**config.mk**
```make
export PLATFORM = sky130hd
export DESIGN_NAME = start_frame_encoder
export DESIGN_NICKNAME = d
export VERILOG_FILES = /design/src/rtl/start_frame_encoder.sv
export SDC_FILE = /design/constraint.sdc
export NUM_CORES = 1
export LEC_CHECK = 0
export BUFFER_PORTS_ARGS = -buffer_cell sky130_fd_sc_hd__buf_2
export CAP_MARGIN = 20
export CORE_MARGIN = 2
export CORE_UTILIZATION = 23
export DETAILED_ROUTE_END_ITERATION = 8
export GPL_TIMING_DRIVEN = 0
export PLACE_DENSITY = 0.44
export SLEW_MARGIN = 20
export SYNTH_ARGS = -nofsm -noshare
export SYNTH_HDL_FRONTEND = slang
export SYNTH_SLANG_ARGS = --single-unit
```
**constraint.sdc**
```tcl
create_clock -name aclk -period 3.8 [get_ports aclk]
set_input_delay 0.76 -clock aclk [delete_from_list [all_inputs] [get_ports aclk]]
set_output_delay 0.76 -clock aclk [all_outputs]
set_load 0.05 [all_outputs]
```
**src/rtl/start_frame_encoder.sv**
```systemverilog
// Start-pattern generator for the SDCKA/SDCKB line pair: emits N SDCKB pulses
// while SDCKA is held low, with every phase lasting PHASE_CYCLES clocks.
module start_frame_encoder #(
  parameter int unsigned PHASE_CYCLES = 8
) (
  input  logic       aclk,
  input  logic       aresetn,
  input  logic       start_valid,
  input  logic [1:0] start_type,
  output logic       start_ready,
  output logic       sdcka_out,
  output logic       sdckb_out,
  output logic       sdck_oe,
  output logic       done
);

  localparam int unsigned PHASE_W = 8;
  localparam int unsigned PULSE_W = 4;
  localparam logic [PHASE_W-1:0] PHASE_LAST = PHASE_W'(PHASE_CYCLES - 1);

  typedef enum logic [2:0] {
    IDLE   = 3'd0,
    LEAD   = 3'd1,
    A_LOW  = 3'd2,
    B_LOW  = 3'd3,
    B_HIGH = 3'd4,
    A_HIGH = 3'd5,
    DONE   = 3'd6
  } state_e;

  state_e               state_q, state_d;
  logic [PHASE_W-1:0]   phase_q, phase_d;
  logic [PULSE_W-1:0]   pulse_q, pulse_d;
  logic [PULSE_W-1:0]   target_q, target_d;
  logic                 sdcka_q, sdcka_d;
  logic                 sdckb_q, sdckb_d;
  logic                 oe_q, oe_d;
  logic                 ready_q, ready_d;
  logic                 done_q, done_d;
  logic                 phase_end;

  // Pulse count per start type: frame, with_crc, occupancy, reset.
  function automatic logic [PULSE_W-1:0] pulses_for(input logic [1:0] t);
    case (t)
      2'b00:   pulses_for = PULSE_W'(4);
      2'b01:   pulses_for = PULSE_W'(6);
      2'b10:   pulses_for = PULSE_W'(8);
      default: pulses_for = PULSE_W'(14);
    endcase
  endfunction

  // Next-state, counters and next output values; outputs are decoded from
  // state_d so the line levels change on the same edge as the state.
  always_comb begin
    state_d   = state_q;
    target_d  = target_q;
    sdcka_d   = 1'b1;
    sdckb_d   = 1'b1;
    oe_d      = 1'b0;
    ready_d   = 1'b0;
    done_d    = 1'b0;
    phase_end = (phase_q == PHASE_LAST);

    case (state_q)
      IDLE: begin
        if (start_valid && ready_q) begin
          state_d  = LEAD;
          target_d = pulses_for(start_type);
        end
      end
      LEAD:    if (phase_end) state_d = A_LOW;
      A_LOW:   if (phase_end) state_d = B_LOW;
      B_LOW:   if (phase_end) state_d = B_HIGH;
      B_HIGH:  if (phase_end) state_d = (pulse_q < target_q) ? B_LOW : A_HIGH;
      A_HIGH:  if (phase_end) state_d = DONE;
      DONE:    state_d = IDLE;
      default: state_d = IDLE;
    endcase

    if ((state_q == IDLE) || (state_d != state_q)) begin
      phase_d = '0;
    end else begin
      phase_d = phase_q + PHASE_W'(1);
    end

    if (state_d == IDLE) begin
      pulse_d = '0;
    end else if ((state_d == B_LOW) && (state_q != B_LOW)) begin
      pulse_d = pulse_q + PULSE_W'(1);
    end else begin
      pulse_d = pulse_q;
    end

    case (state_d)
      IDLE:   ready_d = 1'b1;
      LEAD:   oe_d    = 1'b1;
      A_LOW: begin
        sdcka_d = 1'b0;
        oe_d    = 1'b1;
      end
      B_LOW: begin
        sdcka_d = 1'b0;
        sdckb_d = 1'b0;
        oe_d    = 1'b1;
      end
      B_HIGH: begin
        sdcka_d = 1'b0;
        oe_d    = 1'b1;
      end
      A_HIGH:  oe_d   = 1'b1;
      DONE:    done_d = 1'b1;
      default: ready_d = 1'b0;
    endcase
  end

  always_ff @(posedge aclk) begin
    if (!aresetn) begin
      state_q  <= IDLE;
      phase_q  <= '0;
      pulse_q  <= '0;
      target_q <= '0;
      sdcka_q  <= 1'b1;
      sdckb_q  <= 1'b1;
      oe_q     <= 1'b0;
      ready_q  <= 1'b0;
      done_q   <= 1'b0;
    end else begin
      state_q  <= state_d;
      phase_q  <= phase_d;
      pulse_q  <= pulse_d;
      target_q <= target_d;
      sdcka_q  <= sdcka_d;
      sdckb_q  <= sdckb_d;
      oe_q     <= oe_d;
      ready_q  <= ready_d;
      done_q   <= done_d;
    end
  end

  assign start_ready = ready_q;
  assign sdcka_out   = sdcka_q;
  assign sdckb_out   = sdckb_q;
  assign sdck_oe     = oe_q;
  assign done        = done_q;

endmodule

```
==> results of run 1 <==
## flip-flops by register name (all words and copies together) (netlist names)
register     cells
done             1
pulse_q          4
target_q         3
sdckb_out        1
phase_q          8
state_q          3
sdck_oe          1
start_ready      1
sdcka_out        1
## cells in the final DEF (no fill, tap or decap), types with 4 or more instances in the layout
master    count
nand3_1       5
nand2_1      14
nand2b_1      6
nor2_1       13
dfxtp_1      23
buf_2        12
ha_1          4
mux2i_1       6
inv_1         6
## power by group
part           internal [uW]  total, uW  switching, uW
sequential               246        248           2.68
clock                   73.2        154           81.1
combinational           15.6       44.6           29.0
## worst max-delay path: stages, from the launching register on
cell       delay [ns]
dfxtp_1          0.34
inv_1            0.05
ha_1             0.30
a21o_1           0.18
a31o_2           0.23
o311a_4          0.34
a2111oi_2        0.36
mux2i_1          0.21
## per-stage QoR
| stage | hold WS (ns) | instance area [sq um] |
|---|---|---|
| after global routing | 0.498 | 1360 |
| final | 0.461 | 1360 |
| after floorplan | 0.426 | 1180 |
| after global placement | 0.437 | 1310 |
| after detailed placement | 0.449 | 1310 |
| after CTS | 0.471 | 1360 |
## layer usage
metal  share of wire [%]  vias up  wire, um
li1                    -      467         -
met1                  46      451      1110
met2                  49       16      1180
met3                 4.6        2       111
met4                0.50        0        12
met5                   0        -         0
## how the worst max path moves through the flow
stage               cells after the start        start  slack, ns         end
floorplan                               7  target_q[3]       1.88  pulse_q[3]
global placement                        7  target_q[3]       1.75  pulse_q[3]
global route                            7  target_q[3]       1.58  pulse_q[3]
detailed placement                      7  target_q[3]       1.72  pulse_q[3]
CTS                                     7  target_q[3]       1.70  pulse_q[3]
finish                                  7  target_q[3]       1.72  pulse_q[3]
## cell families (layout without fill, tap and decap cells)
family	count (synthesis)	after routing	share of synthesized area, %
fa+ha+maj	4	4	4.25
flops	23	23	39.1
mux	6	6	5.10
simple gates	57	57	25.8
compound gates	20	20	17.4
xor+xnor	6	6	4.46
buf+inv	11	24	3.83
## cells in the mapped netlist, drive strengths merged (2+ instances only)
| library cell | count |
|---|---|
| a2111oi | 2 |
| a211oi | 3 |
| a21o | 2 |
| a31oi | 2 |
| and2 | 2 |
| and3 | 3 |
| buf | 3 |
| clkbuf | 2 |
| dfxtp | 23 |
| ha | 4 |
| inv | 6 |
| mux2i | 6 |
| nand2 | 14 |
| nand2b | 6 |
| nand3 | 5 |
| nand4 | 2 |
| nor2 | 13 |
| nor2b | 3 |
| nor3 | 2 |
| nor4 | 2 |
| o21a | 3 |
| o311a | 2 |
| xnor2 | 3 |
| xor2 | 3 |
## area by class of cell
type	instances	area, sq um	area share [%]
clock buffers	3	41.3	3.04
repair buffers	9	45.0	3.32
plain buffers	5	22.5	1.66
flip-flops and latches	23	460	33.9
multi-input cells	93	672	49.5
clock inverters	1	5.00	0.369
inverters	6	22.5	1.66
well taps	70	87.6	6.46
==> reports/qor.csv, run 1 <==
stage;metric;value;unit
sta;relSlewSlack;61.1;%
floorplanning;chipWidth;75.5;um
sta;setup_viol;0;
global_route;global_route_total_usage_across_every_layer;10.2;%
clocking;clock_tree.buffer_depth;2;
yosys;ys_async_sr_fraction;0;%
clocking;post_cts.resized_instances;0;
clocking;worstSkewPairLatency;0.27;ns
sta;unrepaired_setup_endpoints_after_global_routing;no;
global_route;grt-ovfl-total;0;
power_and_ir_drop;design_power_total;447;uW
floorplanning;fp.dieArea;0.00571;sq mm
floorplanning;floorplan.core_area;0.00501;sq mm
placed_design;place.gp.congestion;0.766;
floorplanning;num_io_pins;10;
placed_design;numPortBuffers;9;
clocking;holdBufCountCts;0;
yosys;yosysWarningCount;0;
yosys;sequential_fraction_of_the_synthesis_area;39.1;%
sta;max_freq;482;MHz
setup_path;startpoint_type;flop;
final_layout;antenna_cells;0;
final_layout;layout.filler_cells;574;
power_and_ir_drop;power.static_leakage;0.000505;uW
sta;timing.final.ws_setup;1.72;ns
sta;fin_crit_sh;54.6;%
setup_path;worst_ep_arrival_time;2.28;ns
floorplanning;initial_util;23.5;%
global_route;use_met2;17.8;%
setup_path;reg2reg_slack;1.72;ns
global_route;grt_util_met3;2.78;%
placed_design;hpwlAfterDp;1920;um
worst_hold_path;hold_path_depth;1;
setup_path;critical_path.reg2reg.startpoint;target_q[3];
worst_hold_path;worst_hold_startpoint;phase_q[0];
placed_design;placement.setup.worst_slack;1.72;ns
drt;viasPerCell;4.46;
setup_path;worst_ep_required;4.00;ns
setup_path;worst_setup_path_end_kind;flop;
power_and_ir_drop;vdd_ir_max;0.000108;V
global_route;initial_antenna_violation_count;0;
floorplanning;fp_rows;26;
setup_path;timing.setup.critical_path_class;flop to flop;
floorplanning;die_h;75.5;um
clocking;cts_tree;built;
power_and_ir_drop;power_density;330;mW/mm^2
sta;timing.final.crit_period;2.08;ns
yosys;register_bit_total_from_synthesis;23;
global_route;grt_busiest_layer;met2;
clocking;postCtsSetupBuffers;0;
global_route;largest_net_degree_at_the_start_of_global_routing;14;
run;number_of_maximum_capacitance_constraint_violations;0;
final_layout;drive_above_1_share;20.0;%
drt;routed-via-count;936;
yosys;ys_types;40;
yosys;synth.area.top_cells;dfxtp_1, mux2i_1, nand2_1;
yosys;synth.top_cell.area_share;39.1;%
global_route;grt_pass1_vias;933;
sta;tns;0;ns
sta;maxSlewViolCount;0;
drt;wl_per_cell;11.5;um
final_layout;growth_of_design_area_from_synthesis_to_finish;15.2;%
sta;timing_hold_violations_final;0;
yosys;syn-cell-area;0.00118;sq mm
final_layout;fin_nets;150;
setup_path;timing.rr.end;pulse_q[3];
clocking;root_buffer;clkbuf_8;
setup_path;ff2ff_path_depth;7;
yosys;syn-instance-count;127;
yosys;number_of_synthesized_flops_with_an_enable_pin;0;
sta;tightestPinTransition;0.576;ns
global_route;global_route_wire_length_before_repair;4460;um
yosys;syn-mean-instance-area;9.27;sq um
worst_hold_path;hold_path_end;phase_q[0];
drt;drt-total-wl;2410;um
clocking;ctsHtreeMaxLevel;1;
drt;detailedRoute.firstIterationViolations;86;
clocking;cts_sinks;23;
setup_path;path_max_fanout;4;
drt;post-route-drc-count;0;
yosys;postSynth.topFlopCell;dfxtp_1;
clocking;clk_pin_slew;0.09;ns
final_layout;postLayoutCoreUtil;27.1;%
global_route;gr-usage-met1;12.6;%
placed_design;dpl.cell_count;206;
drt;drt_first_pass_iters;4;
yosys;synth_area_leader_cell;dfxtp_1;
sta;timing.clock.skew;0.00465;ns
final_layout;final_cell_count_no_fill;210;
run_status;status;complete, no violations;
yosys;synth.net_count;136;
clocking;cts_made_buffers;3;
worst_hold_path;hold_class;flop to flop;
drt;detail-route-antenna-nets;0;
Power figures use the tool's default switching activity.
==> inputs of run 2 (changes only) <==
Settings changed: ABC_AREA set to 1, PLACE_DENSITY 0.44 to 0.45.
Clock period 3.8 ns to 1.8 ns, I/O delays scaled along.
==> run 2 against run 1 <==
Clock skew rose by 0.0029 ns. Design area rose by 26%. Die area rose by 17%. First-iteration DRC count fell by 23%. Non-clock buffer count did not move. Sequential share of layout area fell by 6.3 points. Highest routed layer unchanged. Clock power rose by 120%. Cell count rose by 25%. Area after synthesis rose by 18%. Worst hold slack got worse by 0.13 ns. Largest power group unchanged. Combinational power rose to 3.0 times the previous value.
==> reports/qor.csv, run 2 <==
stage;metric;value;unit;change
global_route;initial_antenna_violation_count;0;;unchanged
drt;viasPerCell;4.22;;was 4.46
clocking;cts_tree;built;;unchanged
worst_hold_path;hold_path_depth;2;;was 1
sta;setup_viol;0;;unchanged
yosys;synth_area_leader_cell;dfxtp_1;;unchanged
final_layout;layout.cells.most_common_list;nand2_1, inv_1, nand2_2, dfxtp_1, nor2_1;;was dfxtp_1, nand2_1, nor2_1, buf_2
yosys;synth_compound_gate_area_share;10.2;%;was 17.4%
yosys;yosysMostFrequentCell;nand2_1;;was dfxtp_1
sta;unrepaired_setup_endpoints_after_global_routing;yes;;was no
drt;dr_wl_met2;1350;um;was 1180 um
clocking;worstSkewPairLatency;0.27;ns;about the same
worst_hold_path;worst_hold_startpoint;aresetn;;was phase_q[0]
yosys;synth.net_count;181;;was 136
global_route;largest_net_degree_at_the_start_of_global_routing;14;;unchanged
floorplanning;floorplan.core_area;0.00589;sq mm;was 0.00501 sq mm
run_status;status;complete, no violations;;unchanged
yosys;yosys.area_share.simple;41.1;%;was 25.8%
drt;wl_per_cell;11.1;um;was 11.5 um
power_and_ir_drop;design_power_total;993;uW;was 447 uW
sta;timing.clock.skew;0.00757;ns;was 0.00465 ns
floorplanning;chipWidth;81.9;um;was 75.5 um
clocking;clk_pin_slew;0.09;ns;about the same
setup_path;critical_path.reg2reg.startpoint;target_q[3];;unchanged
setup_path;timing.setup.critical_path_class;flop to flop;;unchanged
clocking;cts_sinks;23;;unchanged
sta;tightestPinTransition;0.333;ns;was 0.576 ns
floorplanning;die_h;81.9;um;was 75.5 um
yosys;postSynth.topFlopCell;dfxtp_1;;unchanged
yosys;register_bit_total_from_synthesis;23;;unchanged
yosys;post_synth_most_frequent_cells;nand2_1, dfxtp_1, inv_1;;was dfxtp_1, nand2_1, nor2_1
drt;drt-total-wl;2920;um;was 2410 um
final_layout;drive_above_1_share;42.0;%;was 20.0%
clocking;holdBufCountCts;0;;unchanged
yosys;syn-cell-area;0.00140;sq mm;was 0.00118 sq mm
drt;routed-via-count;1111;;was 936
final_layout;largestRegisters;phase_q x8, pulse_q x4;;unchanged
final_layout;regMostFlops;phase_q;;unchanged
drt;detail-route-antenna-nets;0;;unchanged
final_layout;flip_flop_count_of_the_largest_register_all_copies_and_words_added;8;;unchanged
yosys;syn-instance-count;172;;was 127
final_layout;fin_nets;198;;was 150
yosys;largest_family_of_logic_cells_by_synthesized_area;simple AND/OR/NAND/NOR gates;;unchanged
yosys;synth-xor-area-share;4.39;%;was 4.46%
yosys;syn-mean-instance-area;8.11;sq um;was 9.27 sq um
final_layout;final-seq-area;473;sq um;was 460 sq um
setup_path;worst_ep_required;1.97;ns;was 4.00 ns
yosys;ys_types;29;;was 40
setup_path;reg2reg_slack;0.09;ns;was 1.72 ns
sta;tns;0;ns;unchanged
global_route;grt-ovfl-total;0;;unchanged
drt;post-route-drc-count;0;;unchanged
final_layout;antenna_cells;0;;unchanged
floorplanning;fp.dieArea;0.00670;sq mm;was 0.00571 sq mm
placed_design;hpwlAfterDp;2140;um;was 1920 um
drt;detailedRoute.firstIterationViolations;66;;was 86
setup_path;critical_path.slowest_cell;dfxtp_2;;was a2111oi_2
power_and_ir_drop;power.static_leakage;0.000664;uW;was 0.000505 uW
sta;whs;0.333;ns;was 0.461 ns
run;number_of_maximum_capacitance_constraint_violations;0;;unchanged
yosys;post_synth_adder_cell_area;3.59;%;was 4.25%
clocking;root_buffer;clkbuf_8;;unchanged
drt;met1Wirelength;1450;um;was 1110 um
sta;relSlewSlack;77.7;%;was 61.1%
yosys;synth.top_cell.area_share;33.0;%;was 39.1%
yosys;sequential_fraction_of_the_synthesis_area;33.0;%;was 39.1%
drt;highest-signal-layer;met4;;unchanged
drt;wl_met3;83;um;was 111 um
worst_hold_path;hold_path_end;sdckb_out;;was phase_q[0]
setup_path;crit_path_max_incr_delay;0.34;ns;was 0.36 ns
clocking;ctsHtreeMaxLevel;1;;unchanged
sta;fin_crit_sh;94.8;%;was 54.6%
yosys;synthMuxAreaShare;0;%;was 5.10%
sta;maxSlewViolCount;0;;unchanged
floorplanning;initial_util;23.7;%;was 23.5%
sta;timing_hold_violations_final;0;;unchanged
final_layout;multiInputGateArea;912;sq um;was 672 sq um
setup_path;ff2ff_path_depth;12;;was 7
final_layout;layout.filler_cells;639;;was 574
worst_hold_path;hold_class;input pin to flop;;was flop to flop
setup_path;timing.rr.end;pulse_q[2];;was pulse_q[3]
final_layout;growth_of_design_area_from_synthesis_to_finish;22.8;%;was 15.2%
drt;drt_first_pass_iters;4;;unchanged
placed_design;placed_area;0.00153;sq mm;was 0.00131 sq mm
sta;timing.final.crit_period;1.71;ns;was 2.08 ns
setup_path;path_max_fanout;4;;unchanged
clocking;clock_tree.buffer_depth;2;;unchanged
final_layout;layout.cell_area.non_filler;0.00171;sq mm;was 0.00136 sq mm
global_route;global_route_total_usage_across_every_layer;9.54;%;was 10.2%
yosys;number_of_synthesized_flops_with_an_enable_pin;0;;unchanged
setup_path;startpoint_type;flop;;unchanged
clocking;cts_made_buffers;3;;unchanged
yosys;yosysWarningCount;0;;unchanged
final_layout;leading_cell_type_in_the_layout_fill_and_taps_excluded;nand2_1;;was dfxtp_1
setup_path;worst_setup_path_end_kind;flop;;unchanged
setup_path;worst_ep_arrival_time;1.88;ns;was 2.28 ns
setup_path;path_common_cell;nand2_2;;
global_route;global_route_wire_length_before_repair;4860;um;was 4460 um
floorplanning;fp_rows;28;;was 26
yosys;synth.area.top_cells;dfxtp_1, nand2_1, nor3_2;;was dfxtp_1, mux2i_1, nand2_1
global_route;grt_pass1_vias;1089;;was 933
power_and_ir_drop;power_density;580;mW/mm^2;was 330 mW/mm^2
placed_design;place.gp.congestion;0.703;;was 0.766
sta;max_freq;586;MHz;was 482 MHz
placed_design;numPortBuffers;9;;unchanged
yosys;ys_async_sr_fraction;0;%;unchanged
floorplanning;num_io_pins;10;;unchanged
setup_path;path_cells;inv_2 > ha_4 > nand2_2 > nand2_2 > a21oi_4 > nand2_1 > nand2_2 > nand2_4 > nand2_4 > nand4_1 > nand2_1 > a21oi_2;;was inv_1 > ha_1 > a21o_1 > a31o_2 > o311a_4 > a2111oi_2 > mux2i_1
power_and_ir_drop;vdd_ir_max;0.000235;V;was 0.000108 V
-- run 2: layout make-up --
| class | count | share of cell area, % |
|---|---|---|
| multi-input combinational | 124 | 53.3 |
| sequential | 23 | 27.6 |
| buffer | 2 | 1.10 |
| clock buffer | 3 | 2.41 |
| tap | 75 | 5.48 |
| inverter | 23 | 5.19 |
| clock inverter | 1 | 0.292 |
| timing repair buffer | 12 | 4.67 |
-- run 2: where the power goes --
| group | total [uW] | switching (uW) | internal [uW] | leakage, uW |
|---|---|---|---|---|
| Clock | 332 | 177 | 155 | 0.0000255 |
| Sequential | 526 | 7.37 | 518 | 0.000190 |
| Combinational | 135 | 90.2 | 45.1 | 0.000448 |
-- run 2: worst max-delay path: cells and delay by family, from the launching register on --
family	cells	cell delay (ns)
AOI/OAI and AO/OA	2	0.19
and+or+nand+nor	8	0.81
DFF	1	0.34
adders and majority gates	1	0.23
buffers and inverters	1	0.04
-- run 2: layer usage --
metal,GRT usage [%],vias to the layer above
met2,16.4,12
met5,0,-
met3,2.31,2
met1,11.2,506
li1,-,591
met4,4.17,0
-- run 2: repair_timing --
item	in CTS	in global routing
gates resized for setup	2	26
cloned	0	0
pin swaps	1	16
setup buffers	1	2
setup endpoints to repair	14	15
endpoints found under the hold margin	0	0
-- run 2: worst max-delay path by stage --
stage | from | to | slack (ns) | cells past startpoint
after floorplan | phase_q[0] | phase_q[1] | 0.12 | 10
after global placement | phase_q[0] | phase_q[1] | -0.09 | 10
after detailed placement | phase_q[0] | phase_q[1] | -0.07 | 10
after CTS | phase_q[0] | pulse_q[0] | 0.01 | 10
after global routing | target_q[3] | pulse_q[0] | -0.05 | 12
final | target_q[3] | pulse_q[2] | 0.09 | 12
-- run 2: logic make-up (layout without fill, tap and decap cells) --
group,count (synthesis),after routing
fa+ha+maj,4,4
compound gates,18,18
flops,23,23
buf+inv,25,41
xor+xnor,7,7
simple gates,95,95
-- run 2: metrics by stage --
stage                     std cells  worst slack (ns)  util [%]
after floorplan                 172             0.124         -
after CTS                       261           0.00970      27.3
after detailed placement        256           -0.0725      26.1
after global routing            263           -0.0452      29.1
after global placement          256           -0.0909      26.1
final                           263            0.0929      29.1
